## config.mk

```make
export PLATFORM = sky130hd
export DESIGN_NAME = jk_excitation_sequencer_flat
export DESIGN_NICKNAME = d
export VERILOG_FILES = /design/src/rtl/jk_excitation_sequencer_if.sv /design/src/rtl/jk_excitation_sequencer.sv /design/src/flat_wrapper.sv
export SDC_FILE = /design/constraint.sdc
export NUM_CORES = 1
export LEC_CHECK = 0
export BUFFER_PORTS_ARGS = -buffer_cell sky130_fd_sc_hd__buf_2
export CORE_MARGIN = 8
export CORE_UTILIZATION = 30
export CTS_BUF_LIST = sky130_fd_sc_hd__clkbuf_2
export CTS_CLUSTER_SIZE = 20
export DETAILED_ROUTE_END_ITERATION = 7
export SLEW_MARGIN = 40
export SYNTH_ARGS = -nofsm -noshare
export SYNTH_HDL_FRONTEND = slang
export SYNTH_SLANG_ARGS = --single-unit
```

## constraint.sdc

```tcl
create_clock -name clk -period 5.4 [get_ports clk]
set_input_delay 1.35 -clock clk [delete_from_list [all_inputs] [get_ports clk]]
set_output_delay 1.35 -clock clk [all_outputs]
set_load 0.01 [all_outputs]
```

## src/rtl/jk_excitation_sequencer_if.sv

```systemverilog
// Request channel into the JK excitation sequencer: one next-state bit per transfer.
interface jk_excitation_sequencer_if;
  logic in_valid;
  logic in_ready;
  logic in_bit;

  modport master (output in_valid, output in_bit, input in_ready);
  modport slave  (input in_valid, input in_bit, output in_ready);
endinterface

```

## src/rtl/jk_excitation_sequencer.sv

```systemverilog
// Upstream driver for a master-slave JK stage: queues requested next-state bits,
// converts each into a one-cycle J/K excitation from the fed-back q, then checks
// that the stage settled to the requested value.
module jk_excitation_sequencer #(
  parameter int unsigned DEPTH       = 4,
  parameter bit          TOGGLE_PREF = 1'b1,
  parameter int unsigned CNT_W       = 8
) (
  input  logic                        clk,
  input  logic                        rst,
  jk_excitation_sequencer_if.slave    req,
  input  logic                        q_fb,
  output logic                        j,
  output logic                        k,
  output logic                        busy,
  output logic                        err,
  output logic [CNT_W-1:0]            err_count,
  output logic [CNT_W-1:0]            done_count
);

  localparam int unsigned AW = (DEPTH > 1) ? $clog2(DEPTH) : 1;
  localparam int unsigned OW = AW + 1;

  typedef enum logic [1:0] {IDLE, DRIVE, CHECK} state_t;

  state_t          state;
  logic [DEPTH-1:0] mem;
  logic [AW-1:0]   wr_ptr;
  logic [AW-1:0]   rd_ptr;
  logic [OW-1:0]   occ;
  logic            tgt;
  logic            full;
  logic            empty;
  logic            push;
  logic            pop;
  logic            head;

  // FIFO status and handshake; pops happen only on the edge that enters DRIVE
  assign full         = (occ == OW'(DEPTH));
  assign empty        = (occ == '0);
  assign head         = mem[rd_ptr];
  assign push         = req.in_valid && !full;
  assign pop          = !empty && ((state == IDLE) || (state == CHECK));
  assign req.in_ready = !full;
  assign busy         = (state != IDLE) || !empty;

  // J/K pair that moves the flop from cur to t
  function automatic logic [1:0] excite(input logic cur, input logic t);
    if (cur == t) return 2'b00;
    if (TOGGLE_PREF) return 2'b11;
    return t ? 2'b10 : 2'b01;
  endfunction

  // Saturating increment for the status counters
  function automatic logic [CNT_W-1:0] sat_inc(input logic [CNT_W-1:0] v);
    return (v == {CNT_W{1'b1}}) ? v : v + CNT_W'(1);
  endfunction

  // Request FIFO storage, pointers (wrap at power-of-two DEPTH) and occupancy
  always_ff @(posedge clk) begin
    if (rst) begin
      wr_ptr <= '0;
      rd_ptr <= '0;
      occ    <= '0;
    end else begin
      if (push) begin
        mem[wr_ptr] <= req.in_bit;
        wr_ptr      <= wr_ptr + AW'(1);
      end
      if (pop) rd_ptr <= rd_ptr + AW'(1);
      case ({push, pop})
        2'b10:   occ <= occ + OW'(1);
        2'b01:   occ <= occ - OW'(1);
        default: occ <= occ;
      endcase
    end
  end

  // Sequencer FSM: j/k are non-zero only while in DRIVE, err pulses for one cycle
  always_ff @(posedge clk) begin
    if (rst) begin
      state      <= IDLE;
      tgt        <= 1'b0;
      j          <= 1'b0;
      k          <= 1'b0;
      err        <= 1'b0;
      err_count  <= '0;
      done_count <= '0;
    end else begin
      j   <= 1'b0;
      k   <= 1'b0;
      err <= 1'b0;
      case (state)
        IDLE: begin
          if (!empty) begin
            tgt    <= head;
            {j, k} <= excite(q_fb, head);
            state  <= DRIVE;
          end
        end
        DRIVE: begin
          state <= CHECK;
        end
        CHECK: begin
          if (q_fb != tgt) begin
            err       <= 1'b1;
            err_count <= sat_inc(err_count);
          end
          done_count <= sat_inc(done_count);
          if (!empty) begin
            tgt    <= head;
            {j, k} <= excite(q_fb, head);
            state  <= DRIVE;
          end else begin
            state <= IDLE;
          end
        end
        default: state <= IDLE;
      endcase
    end
  end

endmodule

```

## src/flat_wrapper.sv

```systemverilog
// flat-port wrapper written by rule: the top's interface ports become plain ports
module jk_excitation_sequencer_flat 
#(
  parameter int unsigned DEPTH       = 4,
  parameter bit          TOGGLE_PREF = 1'b1,
  parameter int unsigned CNT_W       = 8
)
  (clk, rst, q_fb, j, k, busy, err, err_count, done_count, req_in_valid, req_in_bit, req_in_ready);
  jk_excitation_sequencer_if req_i ();
  input  logic clk;
  input  logic rst;
  input  logic q_fb;
  output logic j;
  output logic k;
  output logic busy;
  output logic err;
  output logic [CNT_W-1:0] err_count;
  output logic [CNT_W-1:0] done_count;
  input wire logic [$bits(req_i.in_valid)-1:0] req_in_valid;
  input wire logic [$bits(req_i.in_bit)-1:0] req_in_bit;
  output wire logic [$bits(req_i.in_ready)-1:0] req_in_ready;
  assign req_i.in_valid = req_in_valid;
  assign req_i.in_bit = req_in_bit;
  assign req_in_ready = req_i.in_ready;
  jk_excitation_sequencer #(.DEPTH(DEPTH), .TOGGLE_PREF(TOGGLE_PREF), .CNT_W(CNT_W)) u_core (.clk(clk), .rst(rst), .req(req_i), .q_fb(q_fb), .j(j), .k(k), .busy(busy), .err(err), .err_count(err_count), .done_count(done_count));
endmodule
```

==> results of run 1 <==
synth_stat cells:
cell | number | area (µm²)
sky130_fd_sc_hd__o31ai_1 | 1 | 7.51
sky130_fd_sc_hd__and4_1 | 1 | 8.76
sky130_fd_sc_hd__xor2_2 | 1 | 16.3
sky130_fd_sc_hd__mux4_2 | 1 | 22.5
sky130_fd_sc_hd__and4b_1 | 1 | 10.0
sky130_fd_sc_hd__o2111ai_1 | 1 | 8.76
sky130_fd_sc_hd__clkbuf_1 | 2 | 7.51
sky130_fd_sc_hd__buf_4 | 1 | 7.51
sky130_fd_sc_hd__nand3_1 | 8 | 40.0
sky130_fd_sc_hd__nand4_1 | 5 | 31.3
sky130_fd_sc_hd__dfxtp_1 | 28 | 561
sky130_fd_sc_hd__nor2b_1 | 1 | 6.26
sky130_fd_sc_hd__xor2_1 | 6 | 52.6
sky130_fd_sc_hd__nor3_1 | 5 | 25.0
sky130_fd_sc_hd__fa_1 | 1 | 20.0
sky130_fd_sc_hd__nand2b_1 | 2 | 12.5
sky130_fd_sc_hd__edfxtp_1 | 4 | 120
sky130_fd_sc_hd__buf_2 | 1 | 5.00
sky130_fd_sc_hd__o211ai_4 | 1 | 21.3
sky130_fd_sc_hd__o21ai_0 | 5 | 25.0
sky130_fd_sc_hd__mux2i_1 | 8 | 80.1
sky130_fd_sc_hd__a211oi_1 | 1 | 7.51
sky130_fd_sc_hd__nor3b_1 | 2 | 15.0
sky130_fd_sc_hd__ha_1 | 7 | 87.6
sky130_fd_sc_hd__or3_1 | 3 | 18.8
sky130_fd_sc_hd__nand2_1 | 11 | 41.3
sky130_fd_sc_hd__nor4_1 | 1 | 6.26
sky130_fd_sc_hd__a21oi_1 | 8 | 40.0
sky130_fd_sc_hd__and3_1 | 3 | 18.8
sky130_fd_sc_hd__inv_1 | 3 | 11.3
sky130_fd_sc_hd__or3b_2 | 1 | 8.76
sky130_fd_sc_hd__clkbuf_2 | 1 | 5.00
sky130_fd_sc_hd__a31oi_1 | 1 | 6.26
sky130_fd_sc_hd__buf_1 | 1 | 3.75
sky130_fd_sc_hd__xnor2_1 | 4 | 35.0
sky130_fd_sc_hd__and2_1 | 6 | 37.5
sky130_fd_sc_hd__nor2_1 | 21 | 78.8
final cells by class:
| type | instances | area share |
|---|---|---|
| multi-input cells | 117 | 0.456 |
| flip-flops and latches | 32 | 0.392 |
| repair buffers | 25 | 0.0721 |
| well taps | 70 | 0.0505 |
| clock buffers | 5 | 0.0144 |
| clock inverters | 3 | 0.00793 |
| inverters | 3 | 0.00649 |
metal layers:
| layer | vias to the layer above | part of all wire |
|---|---|---|
| met1 | 543 | 0.49 |
| li1 | 604 | - |
| met4 | 0 | 0.013 |
| met2 | 24 | 0.43 |
| met3 | 5 | 0.071 |
| met5 | - | 0 |
worst max-delay path, delay by kind of cell, from the launching register on:
family        cells  cell delay [ns]
buf+inv           1             0.17
simple gates      2             0.61
flops             1             0.39
cells by family after synthesis:
logic type      count (synthesis)
fa+ha+maj                       8
buf+inv                         9
flops                          32
compound gates                 18
mux                             9
simple gates                   71
xor+xnor                       11
power by group through the flow:
| stage | clock network (mW) | logic, mW | registers, mW |
|---|---|---|---|
| floorplan | 0 | 0.164 | 0.304 |
| global placement | 0 | 0.200 | 0.313 |
| CTS | 0.116 | 0.204 | 0.310 |
| detailed placement | 0 | 0.204 | 0.315 |
| global route | 0.126 | 0.229 | 0.316 |
| finish | 0.107 | 0.202 | 0.309 |
placed cells by master, fill, tap and decap left out, drive strengths merged, types with 6 or more instances in the layout:
master	netlist	layout
a21oi	8	8
and2	6	6
buf	3	25
dfxtp	28	28
ha	7	7
mux2i	8	8
nand2	11	11
nand3	8	8
nor2	21	21
xor2	7	7
registers in the layout, indices dropped and copies added, names as in the netlist:
register           flops
u_core.tgt             1
u_core.mem             4
u_core.wr_ptr          2
u_core.err             1
u_core.k               1
u_core.err_count       8
u_core.state           2
u_core.rd_ptr          2
u_core.done_count      8
u_core.occ             3
metrics by stage:
step                power [mW]  hold WS, ns
floorplan                0.468        0.451
global placement         0.512        0.481
detailed placement       0.519        0.489
CTS                      0.630        0.511
global route             0.672        0.544
finish                   0.617        0.506
worst paths after layout:
path	slack, ns	to	start	cells past startpoint
max	2.53	busy	u_core.occ[0]	3
min	0.51	u_core.state[1]	u_core.state[1]	1
max reg2reg	2.99	u_core.occ[2]	u_core.occ[0]	7
min reg2reg	0.51	u_core.state[1]	u_core.state[1]	1
==> impl_metrics.xml, run 1 <==
<?xml version="1.0" encoding="UTF-8"?>
<metrics>
  <group name="placement">
    <metric name="place.gp.congestion" unit="">0.801</metric>
    <metric name="placement.io_buffers" unit="">25</metric>
    <metric name="preCtsSetupSlack" unit="ns">2.51</metric>
    <metric name="detailed_place.area" unit="µm²">1700</metric>
    <metric name="hpwl" unit="µm">2150</metric>
    <metric name="placed_cells_incl_taps" unit="">247</metric>
  </group>
  <group name="synth">
    <metric name="netlist-cell-type-count" unit="">37</metric>
    <metric name="syn_area" unit="µm²">1510</metric>
    <metric name="yosys_warnings" unit="">0</metric>
    <metric name="post_synth_mux_area_share" unit="">0.0679</metric>
    <metric name="netlist_instances" unit="">158</metric>
    <metric name="synth-simple-area-share" unit="">0.238</metric>
    <metric name="synth_xor_area_frac" unit="">0.0688</metric>
    <metric name="synth.avg_cell_area" unit="µm²">9.56</metric>
    <metric name="synthAdderAreaFrac" unit="">0.0713</metric>
    <metric name="share_of_the_yosys_chip_area_belonging_to_registers" unit="">0.451</metric>
    <metric name="synth_compound_gate_area_share" unit="">0.0771</metric>
    <metric name="combinational_family_with_the_most_area_after_synthesis" unit="">simple AND/OR/NAND/NOR gates</metric>
    <metric name="synth-seq-cells" unit="">32</metric>
    <metric name="synth_fp_nets" unit="">171</metric>
  </group>
  <group name="clock_tree">
    <metric name="holdBufCountCts" unit="">0</metric>
    <metric name="cts_max_level" unit="">2</metric>
    <metric name="cts_setup_buffers" unit="">0</metric>
    <metric name="clk_pin_slew_worst_paths" unit="ns">0.15</metric>
    <metric name="cts_repair_resize_count" unit="">0</metric>
    <metric name="cts.root.buffer_cell" unit="">sky130_fd_sc_hd__clkbuf_2</metric>
    <metric name="cts_num_sinks" unit="">32</metric>
    <metric name="tritoncts" unit="">yes</metric>
    <metric name="clockBufferDepth" unit="">2</metric>
    <metric name="cts_made_buffers" unit="">5</metric>
    <metric name="clock_insertion_delay_worst_skew" unit="ns">0.35</metric>
  </group>
  <group name="sta">
    <metric name="final.min_clock_period" unit="ns">2.87</metric>
    <metric name="clock-skew-final" unit="ns">0.0108</metric>
    <metric name="report.final.setup_viol" unit="">0</metric>
    <metric name="post-route-worst-setup-slack" unit="ns">2.53</metric>
    <metric name="max_freq" unit="GHz">0.349</metric>
    <metric name="hold_violations" unit="">0</metric>
    <metric name="timing.max_slew.rel_slack" unit="">0.641</metric>
    <metric name="final_worst_path_cycle_share" unit="">0.531</metric>
    <metric name="grt_setup_unrepaired" unit="">no</metric>
    <metric name="setup_total_negative_slack" unit="ns">0</metric>
    <metric name="report.final.slew_viol_count" unit="">0</metric>
    <metric name="worstMarginPinSlew" unit="ns">0.536</metric>
  </group>
  <group name="drt">
    <metric name="route.antenna.remaining_nets" unit="">0</metric>
    <metric name="drt_iter0_drc" unit="">49</metric>
    <metric name="routedWlPerCell" unit="µm">11.4</metric>
    <metric name="first_pass_iters" unit="">4</metric>
    <metric name="wl" unit="µm">2910</metric>
    <metric name="routed_via_density" unit="">4.61</metric>
    <metric name="drc_errors" unit="">0</metric>
    <metric name="routed-via-count" unit="">1176</metric>
  </group>
  <group name="setup_path">
    <metric name="timing.critical_path.cells" unit="">nor3_1 &gt; nand2_1 &gt; buf_2</metric>
    <metric name="path_max_fanout" unit="">5</metric>
    <metric name="critical_path_class" unit="">reg -&gt; out</metric>
    <metric name="timing.critical_path.required" unit="ns">4.05</metric>
    <metric name="max_stage_delay" unit="ns">0.48</metric>
    <metric name="worstPathArrival" unit="ns">1.52</metric>
    <metric name="startpoint_type" unit="">register</metric>
    <metric name="critical_path.endpoint_type" unit="">output pin</metric>
    <metric name="crit_path_top_delay_cell" unit="">sky130_fd_sc_hd__nor3_1</metric>
  </group>
  <group name="cells_and_area">
    <metric name="num_antenna_cells" unit="">0</metric>
    <metric name="n_fill_cell" unit="">549</metric>
    <metric name="post_layout_nonfiller_instances" unit="">255</metric>
    <metric name="multi_input_comb_area" unit="µm²">792</metric>
    <metric name="final_net_count" unit="">197</metric>
    <metric name="postLayoutCoreUtil" unit="">0.349</metric>
    <metric name="post_route_cells_drive_above_1_share" unit="">0.200</metric>
    <metric name="post_route_standard_cell_area_excluding_fillers" unit="µm²">1740</metric>
    <metric name="ff_latch_area" unit="µm²">681</metric>
    <metric name="syn2layout_area_growth" unit="%">14.9</metric>
  </group>
  <group name="grt">
    <metric name="grt_max_degree" unit="">29</metric>
    <metric name="number_of_antenna_violations_at_the_first_check_in_global_routing" unit="">0</metric>
    <metric name="grt_first_pass_wirelength" unit="µm">4860</metric>
    <metric name="grt_usage" unit="">0.0811</metric>
    <metric name="gr-usage-met3" unit="">0.0340</metric>
    <metric name="globalRouteMet2Util" unit="">0.118</metric>
    <metric name="global_routing_met1_resource_utilization" unit="">0.0990</metric>
    <metric name="grt-ovfl-total" unit="">0</metric>
    <metric name="first_global_vias" unit="">1065</metric>
    <metric name="globalRoute.busiestLayer" unit="">met2</metric>
  </group>
  <group name="die">
    <metric name="core.rowCount" unit="">26</metric>
    <metric name="pin_count" unit="">26</metric>
    <metric name="start_util" unit="">0.303</metric>
    <metric name="die_width" unit="µm">87.0</metric>
    <metric name="core-area" unit="µm²">4980</metric>
    <metric name="fp.dieH" unit="µm">87.0</metric>
    <metric name="dieArea" unit="µm²">7560</metric>
  </group>
  <group name="power_and_ir_drop">
    <metric name="power_frac_clock" unit="">0.173</metric>
    <metric name="power_leakage" unit="nW">0.761</metric>
    <metric name="p_sw" unit="mW">0.223</metric>
    <metric name="internal_power_contribution" unit="mW">0.395</metric>
    <metric name="p_seq_frac" unit="">0.500</metric>
    <metric name="peakVddDrop" unit="mV">0.198</metric>
    <metric name="combinationalPowerShare" unit="">0.326</metric>
    <metric name="cellPowerDensity" unit="nW/µm²">356</metric>
    <metric name="netSwitchingFraction" unit="">0.361</metric>
  </group>
  <group name="run">
    <metric name="max_cap_viol_count" unit="">0</metric>
  </group>
  <group name="outcome">
    <metric name="status" unit="">finished clean</metric>
  </group>
  <group name="hold_path">
    <metric name="holdCritPathClass" unit="">reg -&gt; reg</metric>
  </group>
</metrics>
Power figures use the tool's default switching activity.
==> inputs of run 2 (changes only) <==
--- a/config.mk
+++ b/config.mk
@@ -5,6 +5,7 @@
 export SDC_FILE = /design/constraint.sdc
 export NUM_CORES = 1
 export LEC_CHECK = 0
+export ABC_AREA = 1
 export BUFFER_PORTS_ARGS = -buffer_cell sky130_fd_sc_hd__buf_2
 export CORE_MARGIN = 8
 export CORE_UTILIZATION = 30
==> constraint.sdc (replaced) <==
create_clock -name clk -period 2.55 [get_ports clk]
set_input_delay 0.6375 -clock clk [delete_from_list [all_inputs] [get_ports clk]]
set_output_delay 0.6375 -clock clk [all_outputs]
set_load 0.01 [all_outputs]
==> run 2 against run 1 <==
  * Sequential power up 110%
  * Area after synthesis up 9.3%
  * Final cell count up 27%
  * Clock skew down 0.0016 ns
  * Global-route usage up 0.95 points
  * Sequential share of layout area down 3.2 points
  * Die area up 7.5%
  * Register-to-register slack worse by 2.4 ns
  * Critical path type is now reg -> reg
  * Largest cell class unchanged
  * Largest power group unchanged
  * Highest routed layer unchanged
==> impl_metrics.xml, run 2 <==
<?xml version="1.0" encoding="UTF-8"?>
<metrics>
  <group name="outcome">
    <metric name="status" unit="">finished clean</metric>
  </group>
  <group name="synth">
    <metric name="synthTopCellsByArea" unit="">sky130_fd_sc_hd__dfxtp_1, sky130_fd_sc_hd__nand2_1, sky130_fd_sc_hd__edfxtp_1, sky130_fd_sc_hd__nor2_1, sky130_fd_sc_hd__inv_1</metric>
    <metric name="synth_most_common_cell" unit="">sky130_fd_sc_hd__nand2_1</metric>
    <metric name="synth-async-reset-ratio" unit="">0</metric>
    <metric name="yosys_warnings" unit="">0</metric>
    <metric name="netlist-cell-type-count" unit="">27</metric>
    <metric name="yosysTopAreaCellShare" unit="">0.340</metric>
    <metric name="synth.avg_cell_area" unit="µm²">7.43</metric>
    <metric name="synth-seq-cells" unit="">32</metric>
    <metric name="synth.cells.most_frequent" unit="">sky130_fd_sc_hd__nand2_1, sky130_fd_sc_hd__nor2_1, sky130_fd_sc_hd__inv_1</metric>
    <metric name="synth-edff-count" unit="">4</metric>
    <metric name="yosys_most_used_dff" unit="">sky130_fd_sc_hd__dfxtp_1</metric>
    <metric name="synth_fp_nets" unit="">235</metric>
    <metric name="share_of_the_yosys_chip_area_belonging_to_registers" unit="">0.412</metric>
    <metric name="syn_area" unit="µm²">1650</metric>
    <metric name="synth_top_area_cell" unit="">sky130_fd_sc_hd__dfxtp_1</metric>
    <metric name="netlist_instances" unit="">222</metric>
  </group>
  <group name="sta">
    <metric name="report.final.slew_viol_count" unit="">0</metric>
    <metric name="timing.max_slew.rel_slack" unit="">0.813</metric>
    <metric name="final.min_clock_period" unit="ns">1.97</metric>
    <metric name="hold_violations" unit="">0</metric>
    <metric name="clock-skew-final" unit="ns">0.00922</metric>
    <metric name="max_freq" unit="GHz">0.507</metric>
    <metric name="report.final.setup_viol" unit="">0</metric>
    <metric name="final_worst_path_cycle_share" unit="">0.773</metric>
    <metric name="setup_total_negative_slack" unit="ns">0</metric>
    <metric name="worstMarginPinSlew" unit="ns">0.278</metric>
    <metric name="grt_setup_unrepaired" unit="">no</metric>
  </group>
  <group name="power_and_ir_drop">
    <metric name="peakVddDrop" unit="mV">0.212</metric>
    <metric name="power_leakage" unit="nW">0.860</metric>
    <metric name="cellPowerDensity" unit="nW/µm²">705</metric>
  </group>
  <group name="clock_tree">
    <metric name="cts_num_sinks" unit="">32</metric>
    <metric name="cts_setup_buffers" unit="">0</metric>
    <metric name="holdBufCountCts" unit="">0</metric>
    <metric name="cts_repair_resize_count" unit="">0</metric>
    <metric name="cts.root.buffer_cell" unit="">sky130_fd_sc_hd__clkbuf_2</metric>
    <metric name="clk_pin_slew_worst_paths" unit="ns">0.17</metric>
    <metric name="cts_made_buffers" unit="">5</metric>
    <metric name="tritoncts" unit="">yes</metric>
    <metric name="clock_insertion_delay_worst_skew" unit="ns">0.37</metric>
    <metric name="cts_max_level" unit="">2</metric>
    <metric name="clockBufferDepth" unit="">2</metric>
  </group>
  <group name="grt">
    <metric name="globalRoute.busiestLayer" unit="">met2</metric>
    <metric name="grt_usage" unit="">0.0907</metric>
    <metric name="grt-ovfl-total" unit="">0</metric>
    <metric name="globalRouteMet2Util" unit="">0.144</metric>
    <metric name="grt_first_pass_wirelength" unit="µm">6060</metric>
    <metric name="grt_max_degree" unit="">11</metric>
    <metric name="global_routing_met1_resource_utilization" unit="">0.101</metric>
    <metric name="number_of_antenna_violations_at_the_first_check_in_global_routing" unit="">0</metric>
    <metric name="first_global_vias" unit="">1363</metric>
    <metric name="gr-usage-met3" unit="">0.0391</metric>
  </group>
  <group name="drt">
    <metric name="first_pass_iters" unit="">4</metric>
    <metric name="routed_via_density" unit="">4.38</metric>
    <metric name="drc_errors" unit="">0</metric>
    <metric name="drt_iter0_drc" unit="">70</metric>
    <metric name="routedWlPerCell" unit="µm">10.6</metric>
    <metric name="wl" unit="µm">3440</metric>
    <metric name="routed-via-count" unit="">1418</metric>
    <metric name="route.antenna.remaining_nets" unit="">0</metric>
  </group>
  <group name="cells_and_area">
    <metric name="post_route_standard_cell_area_excluding_fillers" unit="µm²">1890</metric>
    <metric name="layout_commonest_cell" unit="">sky130_fd_sc_hd__nand2_1</metric>
    <metric name="biggestRegsByFlops" unit="">u_core.done_count (8), u_core.err_count (8), u_core.mem (4)</metric>
    <metric name="final_net_count" unit="">265</metric>
    <metric name="layout.cells.most_common_list" unit="">sky130_fd_sc_hd__nand2_1, sky130_fd_sc_hd__nor2_1, sky130_fd_sc_hd__inv_1</metric>
    <metric name="post_route_cells_drive_above_1_share" unit="">0.190</metric>
    <metric name="syn2layout_area_growth" unit="%">14.4</metric>
    <metric name="postLayoutCoreUtil" unit="">0.349</metric>
    <metric name="num_antenna_cells" unit="">0</metric>
  </group>
  <group name="run">
    <metric name="max_cap_viol_count" unit="">0</metric>
  </group>
  <group name="die">
    <metric name="die_width" unit="µm">90.2</metric>
    <metric name="dieArea" unit="µm²">8130</metric>
    <metric name="core.rowCount" unit="">27</metric>
    <metric name="fp.dieH" unit="µm">90.2</metric>
    <metric name="pin_count" unit="">26</metric>
    <metric name="core-area" unit="µm²">5410</metric>
    <metric name="start_util" unit="">0.305</metric>
  </group>
  <group name="setup_path">
    <metric name="worstPathArrival" unit="ns">2.25</metric>
    <metric name="worstSetupStartpoint" unit="">u_core.occ[1]</metric>
    <metric name="reg2reg_depth" unit="">10</metric>
    <metric name="startpoint_type" unit="">register</metric>
    <metric name="path_max_fanout" unit="">5</metric>
    <metric name="endpoint" unit="">u_core.occ[2]</metric>
    <metric name="regToRegStartpoint" unit="">u_core.occ[1]</metric>
    <metric name="worstReg2RegEnd" unit="">u_core.occ[2]</metric>
    <metric name="critical_path.endpoint_type" unit="">register</metric>
    <metric name="critical_path_class" unit="">reg -&gt; reg</metric>
    <metric name="timing.critical_path.required" unit="ns">2.83</metric>
    <metric name="worst-r2r-setup-slack" unit="ns">0.58</metric>
  </group>
  <group name="hold_path">
    <metric name="holdCritPathClass" unit="">reg -&gt; reg</metric>
  </group>
  <group name="placement">
    <metric name="detailed_place.area" unit="µm²">1850</metric>
    <metric name="place.gp.congestion" unit="">0.746</metric>
    <metric name="placement.io_buffers" unit="">25</metric>
    <metric name="hpwl" unit="µm">2570</metric>
  </group>
</metrics>
==> run 2: cell count changes in the layout (fill, tap and decap cells not counted), moves of 7 or more <==
cell                      change
sky130_fd_sc_hd__nand2_1     +33
sky130_fd_sc_hd__inv_1       +27
sky130_fd_sc_hd__a21oi_1     +10
sky130_fd_sc_hd__nand3_1     +10
sky130_fd_sc_hd__nor2_1      +10
sky130_fd_sc_hd__mux2i_1      -8
sky130_fd_sc_hd__o21ai_0      +7
==> run 2: worst min-delay path by stage <==
stage | startpoint | to | slack, ns | depth (start not counted)
after global placement | u_core.state[1] | u_core.state[1] | 0.46 | 1
final | u_core.state[0] | u_core.state[1] | 0.47 | 2
after detailed placement | u_core.state[0] | u_core.state[1] | 0.46 | 2
after global routing | req_in_bit | u_core.mem[1] | 0.45 | 1
after floorplan | u_core.state[0] | u_core.state[1] | 0.44 | 2
after CTS | req_in_bit | u_core.mem[1] | 0.46 | 1
==> run 2: kinds of logic after synthesis <==
group / count (synthesis) / synth area share
compound gates: 30 / 0.0910
xor+xnor: 4 / 0.0212
fa+ha+maj: 8 / 0.0652
buf+inv: 38 / 0.0948
flops: 32 / 0.412
simple gates: 110 / 0.315
==> run 2: where the power goes <==
group | switching (mW) | total [mW] | internal, mW
clock | 0.176 | 0.248 | 0.0715
combinational | 0.281 | 0.443 | 0.162
sequential | 0.0552 | 0.641 | 0.586
==> run 2: area by class of cell <==
| cell class | instances | area [µm²] |
|---|---|---|
| Clock buffer | 7 | 35.0 |
| Fill cell | 596 | 3520 |
| Inverter | 35 | 136 |
| Multi-Input combinational cell | 152 | 813 |
| Sequential cell | 32 | 681 |
| Tap cell | 72 | 90.1 |
| Timing Repair Buffer | 26 | 133 |
==> run 2: per-layer routing <==
| metal | routed length [µm] | vias to the layer above |
|---|---|---|
| li1 | - | 760 |
| met1 | 1610 | 629 |
| met2 | 1580 | 27 |
| met3 | 209 | 2 |
| met4 | 40 | 0 |
| met5 | 0 | - |
==> run 2: per-stage QoR <==
| stage | power, mW | setup WS, ns | hold WS (ns) | std cells |
|---|---|---|---|---|
| 2_1_floorplan | 0.982 | 0.652 | 0.441 | 222 |
| 6_report | 1.33 | 0.578 | 0.469 | 324 |
| 3_3_place_gp | 1.08 | 0.509 | 0.457 | 317 |
| 4_1_cts | 1.35 | 0.562 | 0.459 | 324 |
| 3_5_place_dp | 1.10 | 0.481 | 0.464 | 317 |
| 5_1_grt | 1.45 | 0.355 | 0.446 | 324 |
==> run 2: worst max-delay path, stage by stage (launching register included) <==
cell,delay [ns]
sky130_fd_sc_hd__dfxtp_1,0.36
sky130_fd_sc_hd__inv_1,0.09
sky130_fd_sc_hd__nand3_1,0.10
sky130_fd_sc_hd__nand2_1,0.09
sky130_fd_sc_hd__inv_1,0.09
sky130_fd_sc_hd__ha_1,0.26
sky130_fd_sc_hd__fa_1,0.45
sky130_fd_sc_hd__a21oi_1,0.13
sky130_fd_sc_hd__o21ai_0,0.12
sky130_fd_sc_hd__o21ai_0,0.15
sky130_fd_sc_hd__a21oi_1,0.05
